===== src/rtl/collision_pkg.sv =====
// Shared types and default sizing for the collision scheduler.
package collision_pkg;

    // Default counts of collider and target drawing requests.
    localparam int unsigned NUM_SRC_DEF   = 4;
    localparam int unsigned NUM_TGT_DEF   = 2;
    localparam int unsigned NUM_PAIRS_DEF = NUM_SRC_DEF * NUM_TGT_DEF;
    localparam int unsigned PAIR_IDX_W    = (NUM_PAIRS_DEF > 1) ? $clog2(NUM_PAIRS_DEF) : 1;

    // Pair index for the default configuration: p = src*NUM_TGT + tgt.
    typedef logic [PAIR_IDX_W-1:0] pair_idx_t;

    // VGA pixel coordinate.
    typedef logic [10:0] coord_t;

    // Reporting FSM.
    typedef enum logic [0:0] {
        StIdle,
        StReport
    } state_e;

endpackage


===== src/rtl/pair_priority_encoder.sv =====
// Lowest-set-index priority encoder over the report bitmap.
module pair_priority_encoder #(
    parameter int unsigned WIDTH = 8,
    parameter int unsigned IDX_W = (WIDTH > 1) ? $clog2(WIDTH) : 1
) (
    input  logic [WIDTH-1:0] bits,
    output logic [IDX_W-1:0] idx,
    output logic             valid
);

    // Scan high to low so the lowest set index is the last one written.
    always_comb begin
        idx   = '0;
        valid = |bits;
        for (int i = WIDTH - 1; i >= 0; i--) begin
            if (bits[i]) begin
                idx = IDX_W'(i);
            end
        end
    end

endmodule


===== src/rtl/collision_scheduler.sv =====
// Collects per-frame collider/target overlap pairs and replays them as
// handshaked events during the following frame.
module collision_scheduler
    import collision_pkg::*;
#(
    parameter int unsigned NUM_SRC = NUM_SRC_DEF,
    parameter int unsigned NUM_TGT = NUM_TGT_DEF
) (
    input  logic                         clk,
    input  logic                         reset,
    input  logic                         startOfFrame,
    input  logic [10:0]                  pixelX,
    input  logic [10:0]                  pixelY,
    input  logic [NUM_SRC-1:0]           srcReq,
    input  logic [NUM_TGT-1:0]           tgtReq,
    input  logic                         evtReady,
    input  logic                         clearOverflow,
    output logic                         evtValid,
    output logic [$clog2(NUM_SRC)-1:0]   evtSrc,
    output logic [$clog2(NUM_TGT)-1:0]   evtTgt,
    output logic [10:0]                  evtX,
    output logic [10:0]                  evtY,
    output logic [NUM_SRC*NUM_TGT-1:0]   frameHits,
    output logic                         overflow,
    output logic                         busy
);

    localparam int unsigned NUM_PAIRS = NUM_SRC * NUM_TGT;
    localparam int unsigned PAIR_W    = (NUM_PAIRS > 1) ? $clog2(NUM_PAIRS) : 1;
    localparam int unsigned SRC_W     = $clog2(NUM_SRC);
    localparam int unsigned TGT_W     = $clog2(NUM_TGT);

    logic [NUM_PAIRS-1:0] hit_vec;
    logic [NUM_PAIRS-1:0] col_hit_q, col_hit_d;
    logic [NUM_PAIRS-1:0] rep_hit_q, rep_hit_d;
    logic [NUM_PAIRS-1:0] ack_mask, rep_remaining;
    logic [NUM_PAIRS-1:0] frame_hits_q;
    coord_t               col_x_q [NUM_PAIRS];
    coord_t               col_y_q [NUM_PAIRS];
    coord_t               col_x_d [NUM_PAIRS];
    coord_t               col_y_d [NUM_PAIRS];
    coord_t               rep_x_q [NUM_PAIRS];
    coord_t               rep_y_q [NUM_PAIRS];
    state_e               state_q, state_d;
    logic                 ovf_q, ovf_d;
    logic [PAIR_W-1:0]    enc_idx;
    logic                 enc_valid;
    logic                 evt_valid;

    // Pairs overlapping on the current pixel.
    always_comb begin
        hit_vec = '0;
        for (int s = 0; s < NUM_SRC; s++) begin
            for (int t = 0; t < NUM_TGT; t++) begin
                hit_vec[s*NUM_TGT+t] = srcReq[s] & tgtReq[t];
            end
        end
    end

    // Collect bank: clear on frame start, then record first hits of this cycle.
    always_comb begin
        col_hit_d = col_hit_q;
        col_x_d   = col_x_q;
        col_y_d   = col_y_q;
        if (startOfFrame) begin
            col_hit_d = '0;
            for (int p = 0; p < NUM_PAIRS; p++) begin
                col_x_d[p] = '0;
                col_y_d[p] = '0;
            end
        end
        for (int p = 0; p < NUM_PAIRS; p++) begin
            if (hit_vec[p] && !col_hit_d[p]) begin
                col_hit_d[p] = 1'b1;
                col_x_d[p]   = pixelX;
                col_y_d[p]   = pixelY;
            end
        end
    end

    pair_priority_encoder #(
        .WIDTH (NUM_PAIRS),
        .IDX_W (PAIR_W)
    ) u_enc (
        .bits  (rep_hit_q),
        .idx   (enc_idx),
        .valid (enc_valid)
    );

    assign evt_valid = (state_q == StReport) && enc_valid;

    // Report bank next state, handshake retirement and overflow detection.
    always_comb begin
        ack_mask = '0;
        if (evt_valid && evtReady) begin
            ack_mask[enc_idx] = 1'b1;
        end
        // A pair acked in the replacement cycle counts as delivered.
        rep_remaining = rep_hit_q & ~ack_mask;
        rep_hit_d     = startOfFrame ? col_hit_q : rep_remaining;

        ovf_d = ovf_q;
        if (clearOverflow) begin
            ovf_d = 1'b0;
        end
        if (startOfFrame && (|rep_remaining)) begin
            ovf_d = 1'b1;
        end
    end

    // FSM next state.
    always_comb begin
        state_d = state_q;
        unique case (state_q)
            StIdle: begin
                if (startOfFrame && (|col_hit_q)) begin
                    state_d = StReport;
                end
            end
            StReport: begin
                if (rep_hit_d == '0) begin
                    state_d = StIdle;
                end
            end
            default: state_d = StIdle;
        endcase
    end

    // State, bank and flag registers with synchronous reset.
    always_ff @(posedge clk) begin
        if (reset) begin
            state_q      <= StIdle;
            col_hit_q    <= '0;
            rep_hit_q    <= '0;
            frame_hits_q <= '0;
            ovf_q        <= 1'b0;
            for (int p = 0; p < NUM_PAIRS; p++) begin
                col_x_q[p] <= '0;
                col_y_q[p] <= '0;
                rep_x_q[p] <= '0;
                rep_y_q[p] <= '0;
            end
        end else begin
            state_q   <= state_d;
            col_hit_q <= col_hit_d;
            col_x_q   <= col_x_d;
            col_y_q   <= col_y_d;
            rep_hit_q <= rep_hit_d;
            ovf_q     <= ovf_d;
            if (startOfFrame) begin
                frame_hits_q <= col_hit_q;
                rep_x_q      <= col_x_q;
                rep_y_q      <= col_y_q;
            end
        end
    end

    // Event outputs are zero whenever nothing is presented.
    always_comb begin
        evtValid  = evt_valid;
        evtSrc    = '0;
        evtTgt    = '0;
        evtX      = '0;
        evtY      = '0;
        if (evt_valid) begin
            evtSrc = SRC_W'(32'(enc_idx) / NUM_TGT);
            evtTgt = TGT_W'(32'(enc_idx) % NUM_TGT);
            evtX   = rep_x_q[enc_idx];
            evtY   = rep_y_q[enc_idx];
        end
        frameHits = frame_hits_q;
        overflow  = ovf_q;
        busy      = (state_q != StIdle);
    end

endmodule


===== config.mk =====
export PLATFORM = sky130hd
export DESIGN_NAME = collision_scheduler
export DESIGN_NICKNAME = d
export VERILOG_FILES = /design/src/rtl/collision_pkg.sv /design/src/rtl/pair_priority_encoder.sv /design/src/rtl/collision_scheduler.sv
export SDC_FILE = /design/constraint.sdc
export NUM_CORES = 1
export LEC_CHECK = 0
export CELL_PAD_IN_SITES_DETAIL_PLACEMENT = 1
export CELL_PAD_IN_SITES_GLOBAL_PLACEMENT = 2
export CORE_MARGIN = 3
export CORE_UTILIZATION = 40
export CTS_CLUSTER_DIAMETER = 80
export DETAILED_ROUTE_END_ITERATION = 12
export PLACE_DENSITY = 0.8
export SETUP_SLACK_MARGIN = 0.15
export SLEW_MARGIN = 25
export SYNTH_ARGS = -nofsm -noshare
export SYNTH_HDL_FRONTEND = slang
export SYNTH_SLANG_ARGS = --single-unit

===== constraint.sdc =====
create_clock -name clk -period 8.4 [get_ports clk]
set_clock_uncertainty 0.2 [all_clocks]
set_input_delay 2.1 -clock clk [delete_from_list [all_inputs] [get_ports clk]]
set_output_delay 2.1 -clock clk [all_outputs]
set_load 0.005 [all_outputs]

# Word-level counts from Yosys, hierarchy flattened
# Cells that the tools add are included.
# W data, S select, Z words.
[word_totals]
ff_bits = 378
input_bits = 33
out_inout_bits = 36
wordCells = 139
[classes]
order_cmp = 3
n_mux = 53
n_bitwise = 12
reduce_logical = 34
[op_table]
columns = ["operator", "count"]
rows = [
  ["$mux W11", 22],
  ["$mux W88", 1],
  ["$bmux W11 S3", 2],
  ["$mux W3", 8],
  ["$mux W8", 3],
  ["$reduce_or A8 Y1", 3],
  ["$reduce_bool A2 Y1", 9],
  ["$mux W1", 14],
  ["$logic_and A1 B1 Y1", 13],
  ["$and A1 B1 Y1", 8],
  ["$and A8 B8 Y8", 1],
  ["$logic_not A1 Y1", 8],
  ["$logic_not A8 Y1", 1],
  ["$not A8 Y8", 1],
  ["$ge A4 B4 Y1 const B", 1],
  ["$lt A3 B4 Y1 const B", 1],
  ["$not A3 Y4", 1],
  ["$demux W1 S3", 1],
  ["$ge A3 B1 Y1 const B", 1],
  ["$mux W2", 1],
  ["$pmux W1 S2", 1],
  ["$not A1 Y1", 1],
]

# Depth between registers and ports, before layout
# Gate-level depths: netlist of the first run.
[logic_depth]
word_depth = 19
depth_mapped = 9
mapped_depth_nobuf = 5

# By module
# From an unflattened synthesis of the first run, not the netlist that was laid out.
[hier_totals]
cells_unflattened = 1679
area_unflattened_um2 = 15418.5
[modules_own_cells]
columns = ["module", "n_inst", "cells_per_inst", "area_each_um2", "seq_area_each_um2"]
rows = [
  ["collision_scheduler", 1, 1666, 15337.2, 7567.3],
  ["pair_priority_encoder", 1, 13, 81.3, 0.0],
]

# Worst setup path before layout of the first run
# OpenSTA, ideal clock, no wires.
[synth_timing]
path_kind = "register to output"
from = "register rep_hit_q[2]"
to = "output port evtX[2]"
arrival_time_ps = 2151
required_time_ps = 6100
path_slack_ps = 3949
path_stages_with_launch = 10
n_path_buf = 4
cell_sequence = "dfxtp_1 -> buf_2 -> or4_4 -> buf_6 -> or4_4 -> buf_6 -> buf_6 -> o221ai_2 -> a21oi_1 -> o211a_1"
[synth_between]
elab_chain_len = 8
elab_cells_between_ends = 10
classes_between = "mux (7); bitwise (1); reduce/logical (2)"
[synth_lines]
columns = ["item", "line", "text"]
rows = [
  ["start, declared", "collision_scheduler.sv:35", "logic [NUM_PAIRS-1:0] rep_hit_q, rep_hit_d;"],
  ["start signal, assigned", "collision_scheduler.sv:148", "rep_hit_q <= rep_hit_d;"],
  ["$mux W3 (3 in series)", "pair_priority_encoder.sv:16", "if (bits[i]) begin"],
  ["$not A3 Y4 (not written as such)", "collision_scheduler.sv:168", "evtX = rep_x_q[enc_idx];"],
  ["$bmux W11 S3", "collision_scheduler.sv:168", ""],
  ["$mux W11 (not written as such) (2 in series)", "collision_scheduler.sv:168", ""],
  ["$mux W11 *", "collision_scheduler.sv:165", "if (evt_valid) begin"],
  ["end, declared", "collision_scheduler.sv:21", "output logic [10:0] evtX,"],
]
# Every way passes the cells marked *; elsewhere a longest branch is shown, timed or not. The select of a mux whose other input is x is not followed.

# Final worst setup path of the first run
[layout_timing]
from = "register rep_hit_q[2]"
to = "output port evtY[10]"
[layout_between]
elab_chain_len = 8
elab_cells_between_ends = 10
classes_between = "mux (7); bitwise (1); reduce/logical (2)"
[layout_lines]
columns = ["item", "line", "text"]
rows = [
  ["$mux W3 (3 in series)", "pair_priority_encoder.sv:16", ""],
  ["$not A3 Y4 (not written as such)", "collision_scheduler.sv:169", "evtY = rep_y_q[enc_idx];"],
  ["$bmux W11 S3", "collision_scheduler.sv:169", ""],
  ["$mux W11 (not written as such) (2 in series)", "collision_scheduler.sv:169", ""],
  ["$mux W11 *", "collision_scheduler.sv:165", ""],
  ["end, declared", "collision_scheduler.sv:22", "output logic [10:0] evtY,"],
]
# Marks and branches as above.

==> results of run 1 <==
==> Yosys cell counts, drive strengths merged (2+ instances only) <==
cell | number | share of area (%)
a21oi | 225 | 7.3
a221oi | 2 | 0.11
a311oi | 2 | 0.11
and2 | 2 | 0.082
and3 | 2 | 0.082
buf | 27 | 0.90
clkbuf | 142 | 3.5
dfxtp | 378 | 49
inv | 5 | 0.12
mux2 | 4 | 0.29
mux2i | 179 | 12
nand2 | 39 | 0.95
nand3 | 5 | 0.16
nand4 | 2 | 0.082
nor2 | 438 | 11
nor2b | 4 | 0.16
nor3 | 3 | 0.098
nor3b | 176 | 8.6
nor4 | 2 | 0.082
o211a | 4 | 0.26
o21ai | 13 | 0.42
o221ai | 4 | 0.39
o22ai | 40 | 1.6
o311a | 2 | 0.13
o31ai | 2 | 0.098
or3 | 8 | 0.33
or4 | 34 | 1.7
==> registers in the layout, indices dropped and copies added, names as in the netlist <==
signal,cells
col_y_q,88
col_hit_q,8
rep_hit_q,8
rep_x_q,88
rep_y_q,88
col_x_q,88
overflow,1
frameHits,8
busy,1
==> how the worst max path moves through the flow <==
stage               depth (start not counted)        to  slack [ps]         start
global route                                7  evtY[10]        2080  rep_hit_q[2]
floorplan                                   9   evtX[2]        3950  rep_hit_q[2]
finish                                      7  evtY[10]        2190  rep_hit_q[2]
detailed placement                          7  evtY[10]        2810  rep_hit_q[2]
global placement                            7  evtY[10]        2840  rep_hit_q[2]
CTS                                         7  evtY[10]        2160  rep_hit_q[2]
==> worst min-delay path, delay by kind of cell, from the launching register on <==
| family | cells | cell delay (ps) |
|---|---|---|
| AO/OA/AOI/OAI | 1 | 50 |
| flip-flops | 1 | 300 |
| AND/OR/NAND/NOR | 1 | 60 |
==> final cells by class <==
type,instances,area share (%)
Tap cell,511,3.575
Antenna cell,4,0.05598
Clock buffer,67,7.319
Timing Repair Buffer,95,5.486
Sequential cell,378,42.32
Multi-Input combinational cell,1202,40.27
Inverter,5,0.1050
Clock inverter,11,0.8676
==> power by group <==
part           switching [mW]  internal (mW)  total (mW)
logic                   0.254          0.145       0.399
clock network           0.738           1.19        1.93
registers              0.0316           1.84        1.88
total                    1.02           3.18        4.20
==> layer usage <==
layer / wire, um / vias to the layer above / track usage, %
li1: - / 5967 / -
met1: 23250 / 6075 / 32.29
met5: 0 / - / 0
met2: 20470 / 149 / 35.05
met3: 1492 / 50 / 3.398
met4: 710 / 0 / 4.660
==> per-stage QoR <==
stage	hold WS [ps]	utilization, %
3_5_place_dp	255.9	43.29
3_3_place_gp	253.6	43.15
4_1_cts	264.9	47.17
2_1_floorplan	253.2	-
5_1_grt	275.6	47.34
6_report	261.5	47.36
==> cell families (layout without fill, tap and decap cells) <==
| kind of cell | Yosys count | in the layout |
|---|---|---|
| buffers and inverters | 174 | 178 |
| adders and majority gates | 1 | 1 |
| muxes | 183 | 183 |
| AOI/OAI and AO/OA | 299 | 299 |
| other | 0 | 4 |
| and+or+nand+nor | 719 | 719 |
| DFF | 378 | 378 |
==> parameters.txt, run 1 <==
Parameter                              Value

Pwr
  Maximum VDD drop ... 142.7 uV
  Power Dens Cells ... 235.0 nW/um^2
  P_leak ... 6.974 nW
  Post-layout power ... 4.203 mW

Hold path
  Source of the worst hold timing path ... frameHits[7]
  Worst hold stages ... 2
  Endpoint of the worst hold-timing path ... frameHits[7]
  Path category of the worst min-delay check ... flip-flop to flip-flop

Critical path
  Critical path capture point type ... output port
  Worst R2R End ... overflow
  Reg-to-reg critical path startpoint ... rep_hit_q[2]
  Required time of the critical path ... 6100 ps
  Critical path's slowest cell ... sky130_fd_sc_hd__a311oi_4
  Family with the most delay on the worst path ... compound AO/OA/AOI/OAI gates
  Reg-to-reg slack, setup ... 5640 ps
  Crit path DAT ... 3910 ps
  Peak per-stage delay on the critical path ... 810 ps
  Most frequent cell on the critical path ... sky130_fd_sc_hd__nor2_1
  Nature of the critical path startpoint ... flip-flop
  Crit-path cells ... nor2_1 -> a311oi_4 -> buf_4 -> nor2_1 -> or4_1 -> a21oi_1 -> clkdlybuf4s50_1
  Bufs and invs on worst path ... 2
  Critical path class ... flip-flop to output port
  Worst-case reg-to-reg path depth ... 6
  Largest driver fanout on the critical path ... 16

Routing
  Iteration-0 DRC count of the detailed router ... 595
  Avg WL per Cell ... 20.20 um
  Antenna Violating Nets Remaining ... 0
  Final routed DRC violation total ... 0
  Routed via count ... 12240
  Via density per instance ... 5.385
  TritonRoute pass-1 iters ... 4
  Drt total wl ... 45920 um

Logic synthesis
  Number of warnings issued by yosys ... 0
  Part of the Yosys area used for sequential elements ... 49.35%
  Netlist area before placement ... 15330 sq um
  Count of mapped cells out of synthesis ... 1754
  Simple-gate share of the synthesized area ... 23.30%
  Post-synthesis average cell area ... 8.743 sq um
  Post-synth EDFFs ... 0
  Synthesized-area fraction occupied by xor and xnor cells ... 0%
  Compound-gate portion of the synthesized area ... 10.81%
  Commonest register cell after synthesis ... sky130_fd_sc_hd__dfxtp_1
  Main combinational cell family by area after synthesis ... simple AND/OR/NAND/NOR gates
  Seq cells post-synth ... 378
  Async S/R FF share, synth ... 0%
  Number of library cell types mapped by synthesis ... 41
  Synthesized net count ... 1787
  Multiplexer area fraction after synthesis ... 11.98%
  Synthesized-area fraction occupied by adder cells ... 0.06527%

Floorplanning
  Core area ... 37760 sq um
  Initial core utilization ... 40.62%
  Chip Width ... 201.8 um
  Die height ... 201.8 um
  Top-level port count ... 69
  Cell row count ... 71
  Die Outline Area ... 40720 sq um

Clocking
  Buffer levels on the longest clock path ... 3
  Clock slew at the register clock pins of the worst setup and hold paths ... 60 ps
  TritonCTS clock tree ... yes
  Number of clock sinks ... 378
  Clk Tree Root Cell ... sky130_fd_sc_hd__clkbuf_16
  Number of buffers added by the clock tree synthesis step ... 43
  Post-CTS Setup Bufs ... 0
  Gates resized, CTS repair ... 0
  H-tree Lvls ... 2
  Worst-Skew Late Latency ... 560 ps
  Number of buffers added to fix hold violations after cts ... 0

Cells and area
  Number of filler instances in the final layout ... 4298
  Area overhead of the layout relative to synthesis ... 16.61%
  Area taken by multi-input logic gates ... 7202 sq um
  Post-route cell area ... 17880 sq um
  Most common cell after layout, fill and taps aside ... sky130_fd_sc_hd__nor2_1
  Share of layout cells above drive strength 1 ... 6.712%
  Reg area ... 7567 sq um
  Layout Cells excl Fill ... 2273
  Post-layout nets ... 1758
  Leading cell types in the layout, fill and taps excluded ... sky130_fd_sc_hd__nor2_1 (438), sky130_fd_sc_hd__dfxtp_1 (378), sky130_fd_sc_hd__a21oi_1 (217)

Run status
  Run status ... completed

Placement
  Port Buffer Count ... 68
  Placed cells ... 2189
  Post-DP HPWL ... 27080 um
  Post-placement setup slack ... 2813 ps
  Global placer's final weighted congestion ... 0.7946
  Placement-stage cell area ... 16350 sq um

Timing
  Worst slew margin ... 31.77%
  Hold violation count in the final report ... 0
  Final setup violation count ... 0
  Max Clk Rate ... 0.1609 GHz
  Clock period minus worst slack ... 6214 ps
  Max Slew Vio Count ... 0
  Setup repair after global routing missed its margin ... false
  Aggregate negative setup slack ... 0 ps
  Final period util ... 73.98%
  Slew at the pin with the worst max-slew slack ... 1023 ps
  Final critical-path setup slack ... 2186 ps

Global route
  Largest net degree at the start of global routing ... 149
  Vias in the first global route ... 12280
  Total overflow reported by the global router ... 0
  Antenna violations before repair ... 3
  Wire length of the first global-routing pass ... 71850 um
  Total routing resource utilization after global routing ... 22.19%

Flow run
  Max_cap viols ... 0
No activity file was read; power rests on OpenSTA's default activity.
==> inputs of run 2 (changes only) <==
Settings changed: CORE_UTILIZATION 40 to 38, PLACE_DENSITY 0.8 to 0.77.
Clock period 8.4 ns to 6.3 ns, I/O delays scaled along.
==> run 2 against run 1 <==
Flip-flop and latch count unchanged. Routed wire length decreased by 2.0%. Clock power increased by 33%. Worst hold slack improved by 6.2 ps. Total power increased by 33%. Critical path depth unchanged. Sequential share of layout area increased by 0.14 points.
==> parameters.txt, run 2 (same netlist as run 1, synthesis figures left out) <==
Parameter                              Value

Run status
  Run status ... completed

Pwr
  Maximum VDD drop ... 187.9 uV (+32%)
  Power Dens Cells ... 314.0 nW/um^2 (+34%)
  P_leak ... 6.947 nW (-0.38%)
  Post-layout power ... 5.597 mW (+33%)

Routing
  Final routed DRC violation total ... 0 (unchanged)
  Avg WL per Cell ... 19.82 um (-1.9%)
  Drt total wl ... 45020 um (-2.0%)
  Iteration-0 DRC count of the detailed router ... 619 (+4.0%)
  Routed via count ... 12320 (+0.65%)
  TritonRoute pass-1 iters ... 4 (unchanged)
  Via density per instance ... 5.423 (+0.70%)
  Antenna Violating Nets Remaining ... 0 (unchanged)

Timing
  Setup repair after global routing missed its margin ... false
  Slew at the pin with the worst max-slew slack ... 1094 ps (+70.71 ps)
  Max Clk Rate ... 0.1765 GHz
  Max Slew Vio Count ... 0 (unchanged)
  Hold violation count in the final report ... 0 (unchanged)
  Worst slew margin ... 27.06% (-4.7 points)
  Clock period minus worst slack ... 5665 ps
  Final period util ... 89.92%
  Aggregate negative setup slack ... 0 ps (unchanged)
  Final setup violation count ... 0 (unchanged)

Critical path
  Required time of the critical path ... 4530 ps (-1570 ps)
  Reg-to-reg critical path startpoint ... busy
  Critical path class ... flip-flop to output port
  Reg-to-reg slack, setup ... 3790 ps (-1850 ps)
  Crit path DAT ... 3890 ps (-20 ps)
  Worst-case reg-to-reg path depth ... 5 (-1)
  Timing startpoint of the critical path ... rep_hit_q[2]
  Endpoint of the worst setup timing path ... evtY[9]
  Largest driver fanout on the critical path ... 18 (+2)
  Nature of the critical path startpoint ... flip-flop
  Worst R2R End ... busy
  Critical path capture point type ... output port

Cells and area
  Utilization after layout ... 45.38% (-2.0 points)
  Area taken by multi-input logic gates ... 7204 sq um (about the same)
  Number of filler instances in the final layout ... 4520 (+5.2%)
  Post-layout nets ... 1757 (-0.057%)
  Share of layout cells above drive strength 1 ... 6.731% (+0.019 points)
  Area overhead of the layout relative to synthesis ... 16.23%
  Reg area ... 7567 sq um (unchanged)
  Most common cell after layout, fill and taps aside ... sky130_fd_sc_hd__nor2_1
  Leading cell types in the layout, fill and taps excluded ... sky130_fd_sc_hd__nor2_1 (438), sky130_fd_sc_hd__dfxtp_1 (378), sky130_fd_sc_hd__a21oi_1 (217)

Clocking
  Post-CTS Setup Bufs ... 0 (unchanged)
  Number of buffers added by the clock tree synthesis step ... 43 (unchanged)
  H-tree Lvls ... 2 (unchanged)
  Number of buffers added to fix hold violations after cts ... 0 (unchanged)
  Buffer levels on the longest clock path ... 3 (unchanged)
  Worst-Skew Late Latency ... 570 ps (about the same)
  Clk Tree Root Cell ... sky130_fd_sc_hd__clkbuf_16
  Gates resized, CTS repair ... 0 (unchanged)
  Clock slew at the register clock pins of the worst setup and hold paths ... 60 ps (about the same)
  Number of clock sinks ... 378 (unchanged)
  TritonCTS clock tree ... yes

Flow run
  Max_cap viols ... 0 (unchanged)

Floorplanning
  Initial core utilization ... 39.04% (-1.6 points)
  Core area ... 39280 sq um (+4.0%)
  Die height ... 206.9 um (+2.5%)
  Top-level port count ... 69 (unchanged)
  Cell row count ... 72 (+1.4%)
  Die Outline Area ... 42800 sq um (+5.1%)
  Chip Width ... 206.9 um (+2.5%)

Hold path
  Path category of the worst min-delay check ... flip-flop to flip-flop

Placement
  Port Buffer Count ... 68 (unchanged)
  Post-DP HPWL ... 26550 um (-2.0%)
  Global placer's final weighted congestion ... 0.7998 (+0.65%)

Global route
  Total routing resource utilization after global routing ... 20.93% (-1.3 points)
  Antenna violations before repair ... 1 (-2)
  Wire length of the first global-routing pass ... 70490 um (-1.9%)
  Total overflow reported by the global router ... 0 (unchanged)
  Vias in the first global route ... 12140 (-1.1%)
  Largest net degree at the start of global routing ... 163 (+9.4%)
[run 2: worst max-delay path: stages, from the launching register on]
cell and delay (ps):
sky130_fd_sc_hd__dfxtp_1 550, sky130_fd_sc_hd__nor2_1 170, sky130_fd_sc_hd__a311oi_4 900, sky130_fd_sc_hd__buf_12 270, sky130_fd_sc_hd__nor2_1 50, sky130_fd_sc_hd__or4_1 480, sky130_fd_sc_hd__a21oi_1 300, sky130_fd_sc_hd__clkdlybuf4s50_1 610
[run 2: worst min-delay path by stage]
stage	startpoint	end	depth (start not counted)
2_1_floorplan	rep_x_q[35]	rep_x_q[35]	2
3_3_place_gp	frameHits[0]	frameHits[0]	2
3_5_place_dp	frameHits[0]	frameHits[0]	2
4_1_cts	frameHits[0]	frameHits[0]	2
5_1_grt	frameHits[0]	frameHits[0]	2
6_report	frameHits[0]	frameHits[0]	2
[run 2: routing by layer]
| layer | share of wire, % | track usage, % | up-vias |
|---|---|---|---|
| met5 | 0 | 0 | - |
| met4 | 2.2 | 5.899 | 0 |
| met3 | 3.3 | 2.572 | 61 |
| met2 | 45 | 33.16 | 155 |
| met1 | 50 | 30.15 | 6123 |
| li1 | - | - | 5982 |
[run 2: metrics by stage]
stage               setup WS, ps  hold WS [ps]  cell area [sq um]  cells
floorplan                   2374         253.2              15330   1754
global placement            1164         253.6              16340   2196
detailed placement          1003         261.6              16340   2196
CTS                        396.0         270.7              17790   2270
global route               498.1         298.7              17820   2271
finish                     635.1         267.7              17820   2272
[run 2: area by class of cell]
type	instances	share of cell area [%]
antenna	1	0.01404
clock buffer	61	7.097
clock inverter	13	1.046
inverter	5	0.1053
multi-input combinational	1202	40.42
sequential	378	42.46
tap	518	3.636
timing repair buffer	94	5.223
[run 2: where the power goes]
group / leakage [nW] / switching (mW) / internal (mW) / total, mW
registers: 3.07 / 0.0423 / 2.46 / 2.50
logic: 3.16 / 0.333 / 0.193 / 0.526
clock network: 0.714 / 1.01 / 1.56 / 2.57
==> inputs of run 3 (changes only) <==
Settings changed: CTS_CLUSTER_SIZE from default to 14.
==> run 3 against run 2 <==
Core utilization fell by 1.5 points. Sequential share of layout area is 1.5 points higher. Clock power down 29%. Critical path depth unchanged. Combinational power barely moved. Worst hold slack gained 1.1 ps. Fmax increased by 0.18%. Count of clock-buffer cells in the layout fell by 28. Flip-flop and latch count unchanged. Design area fell by 3.3%. Non-clock buffer count stayed put. Critical endpoint unchanged. Highest routed layer unchanged.
==> parameters.txt, run 3 (same netlist as run 1, synthesis figures left out) <==
Parameter                              Value

Timing
  Aggregate negative setup slack ... 0 ps (unchanged)
  Max Clk Rate ... 0.1768 GHz (+0.18%)
  Final setup violation count ... 0 (unchanged)
  Min Hold Slack ... 268.9 ps (+1.147 ps)
  Final critical-path setup slack ... 645.4 ps (+10.31 ps)
  Max Slew Vio Count ... 0 (unchanged)
  Slew at the pin with the worst max-slew slack ... 1061 ps (-32.70 ps)
  Clock period minus worst slack ... 5655 ps (-10.31 ps)
  Setup repair after global routing missed its margin ... false
  Hold violation count in the final report ... 0 (unchanged)
  Worst slew margin ... 29.24% (+2.2 points)
  Final period util ... 89.75% (-0.16 points)

Routing
  Drt total wl ... 44190 um (-1.9%)
  TritonRoute pass-1 iters ... 5 (+1)
  Length of routed met3 wiring ... 1387 um (-5.5%)
  Final routed DRC violation total ... 0 (unchanged)
  Routed via count ... 12120 (-1.6%)
  Via density per instance ... 5.429 (+0.11%)
  Antenna Violating Nets Remaining ... 0 (unchanged)
  Highest Signal Layer ... met4
  Met2 wirelength from detailed routing ... 19870 um (-1.4%)
  Avg WL per Cell ... 19.79 um (-0.14%)
  Iteration-0 DRC count of the detailed router ... 588 (-5.0%)
  Routed metal-1 wirelength ... 22210 um (-0.91%)

Cells and area
  Most common cell after layout, fill and taps aside ... sky130_fd_sc_hd__nor2_1
  Utilization after layout ... 43.86% (-1.5 points)
  Area overhead of the layout relative to synthesis ... 12.35%
  Number of filler instances in the final layout ... 4564 (+0.97%)
  Leading cell types in the layout, fill and taps excluded ... sky130_fd_sc_hd__nor2_1 (438), sky130_fd_sc_hd__dfxtp_1 (378), sky130_fd_sc_hd__a21oi_1 (217)
  Post-layout nets ... 1745 (-0.68%)
  # diodes ... 0 (-1)
  Share of layout cells above drive strength 1 ... 5.015% (-1.7 points)
  Post-route cell area ... 17230 sq um (-3.3%)

Clocking
  H-tree Lvls ... 1 (-1)
  Number of buffers added by the clock tree synthesis step ... 31 (-28%)
  Buffer levels on the longest clock path ... 3 (unchanged)
  Number of buffers added to fix hold violations after cts ... 0 (unchanged)
  Clk Tree Root Cell ... sky130_fd_sc_hd__clkbuf_16
  Post-CTS Setup Bufs ... 0 (unchanged)
  Clock slew at the register clock pins of the worst setup and hold paths ... 60 ps (about the same)
  Worst-Skew Late Latency ... 570 ps (about the same)
  Gates resized, CTS repair ... 0 (unchanged)
  TritonCTS clock tree ... yes
  Number of clock sinks ... 378 (unchanged)

Floorplanning
  Chip Width ... 206.9 um (unchanged)
  Top-level port count ... 69 (unchanged)
  Die Outline Area ... 42800 sq um (unchanged)
  Cell row count ... 72 (unchanged)
  Initial core utilization ... 39.04% (unchanged)
  Core area ... 39280 sq um (unchanged)
  Die height ... 206.9 um (unchanged)

Placement
  Global placer's final weighted congestion ... 0.7998 (unchanged)
  Placement-stage cell area ... 16340 sq um (unchanged)
  Post-placement setup slack ... 1003 ps (unchanged)
  Post-DP HPWL ... 26550 um (unchanged)
  Port Buffer Count ... 68 (unchanged)

Pwr
  Power Dens Cells ... 281.0 nW/um^2 (-11%)
  Combinational share of power ... 10.8% (+1.4 points)
  Int Power ... 3.611 mW (-14%)
  Fraction of power spent switching nets ... 25.42% (+0.63 points)
  P_leak ... 6.655 nW (-4.2%)
  Maximum VDD drop ... 202.1 uV (+7.6%)
  Part of the total power dissipated in sequential elements ... 51.6% (+6.9 points)
  Clock power frac ... 37.6% (-8.3 points)
  Net load switching power ... 1.230 mW (-11%)

Critical path
  Reg-to-reg critical path startpoint ... busy
  Critical path capture point type ... output port
  Worst-case reg-to-reg path depth ... 5 (unchanged)
  Required time of the critical path ... 4530 ps (about the same)
  Nature of the critical path startpoint ... flip-flop
  Largest driver fanout on the critical path ... 18 (unchanged)
  Crit path DAT ... 3880 ps (about the same)
  Reg-to-reg slack, setup ... 3800 ps (about the same)
  Critical path class ... flip-flop to output port
  Worst R2R End ... busy

Global route
  Antenna violations before repair ... 1 (unchanged)
  Wire length of the first global-routing pass ... 70000 um (-0.70%)
  Largest net degree at the start of global routing ... 163 (unchanged)
  Total routing resource utilization after global routing ... 20.51% (-0.42 points)
  Total overflow reported by the global router ... 0 (unchanged)
  Vias in the first global route ... 11960 (-1.5%)

Hold path
  Path category of the worst min-delay check ... flip-flop to flip-flop
  Source of the worst hold timing path ... frameHits[0]
  Endpoint of the worst hold-timing path ... frameHits[0]
  Worst hold stages ... 2 (unchanged)

Flow run
  Max_cap viols ... 0 (unchanged)

Run status
  Run status ... completed
[run 3: cell count changes in the layout (fill, tap and decap cells not counted), moves of 2 or more]
cell                        previous run  this run
sky130_fd_sc_hd__clkbuf_1              7         1
sky130_fd_sc_hd__bufinv_16             4         2
sky130_fd_sc_hd__clkbuf_8             10         1
sky130_fd_sc_hd__clkinv_2              5         1
sky130_fd_sc_hd__clkbuf_16            44        31
[run 3: per-stage QoR]
| stage | std cells | power (mW) |
|---|---|---|
| 2_1_floorplan | 1754 | 2.888 |
| 3_3_place_gp | 2196 | 3.066 |
| 3_5_place_dp | 2196 | 3.080 |
| 4_1_cts | 2232 | 4.914 |
| 5_1_grt | 2233 | 5.050 |
| 6_report | 2233 | 4.841 |
[run 3: power groups by stage]
stage                     clock, mW  combinational, mW  sequential [mW]
after floorplan                   0              0.352             2.54
after global placement            0              0.515             2.55
after detailed placement          0              0.527             2.55
after CTS                      1.89              0.529             2.50
after global routing           1.97              0.577             2.51
final                          1.82              0.523             2.50
[run 3: cell type report]
cell class	count	area (sq um)	share of cell area [%]
inverter	5	18.77	0.1089
timing repair buffer	94	930.9	5.403
tap	518	648.1	3.762
sequential	378	7567	43.92
multi-input combinational	1202	7204	41.82
clock inverter	3	65.06	0.3777
clock buffer	33	793.3	4.605
[run 3: worst max-delay path by stage]
| stage | from | end | slack [ps] | cells past startpoint |
|---|---|---|---|---|
| 3_5_place_dp | rep_hit_q[5] | evtX[10] | 1000 | 6 |
| 4_1_cts | rep_hit_q[5] | evtX[10] | 370 | 6 |
| 2_1_floorplan | rep_hit_q[2] | evtX[2] | 2370 | 9 |
| 5_1_grt | rep_hit_q[4] | evtY[9] | 450 | 7 |
| 6_report | rep_hit_q[2] | evtY[9] | 650 | 7 |
| 3_3_place_gp | rep_hit_q[5] | evtX[10] | 1160 | 6 |
[run 3: critical path: stages (launching register included)]
cell and delay [ps]:
sky130_fd_sc_hd__dfxtp_1 560, sky130_fd_sc_hd__nor2_1 170, sky130_fd_sc_hd__a311oi_4 870, sky130_fd_sc_hd__buf_12 270
sky130_fd_sc_hd__nor2_1 60, sky130_fd_sc_hd__or4_1 480, sky130_fd_sc_hd__a21oi_1 290, sky130_fd_sc_hd__clkdlybuf4s50_1 610
[run 3: per-layer routing]
metal / GRT usage (%) / up-vias
met5: 0 / -
li1: - / 5923
met2: 32.85 / 148
met1: 30.37 / 6003
met4: 3.780 / 0
met3: 2.023 / 49
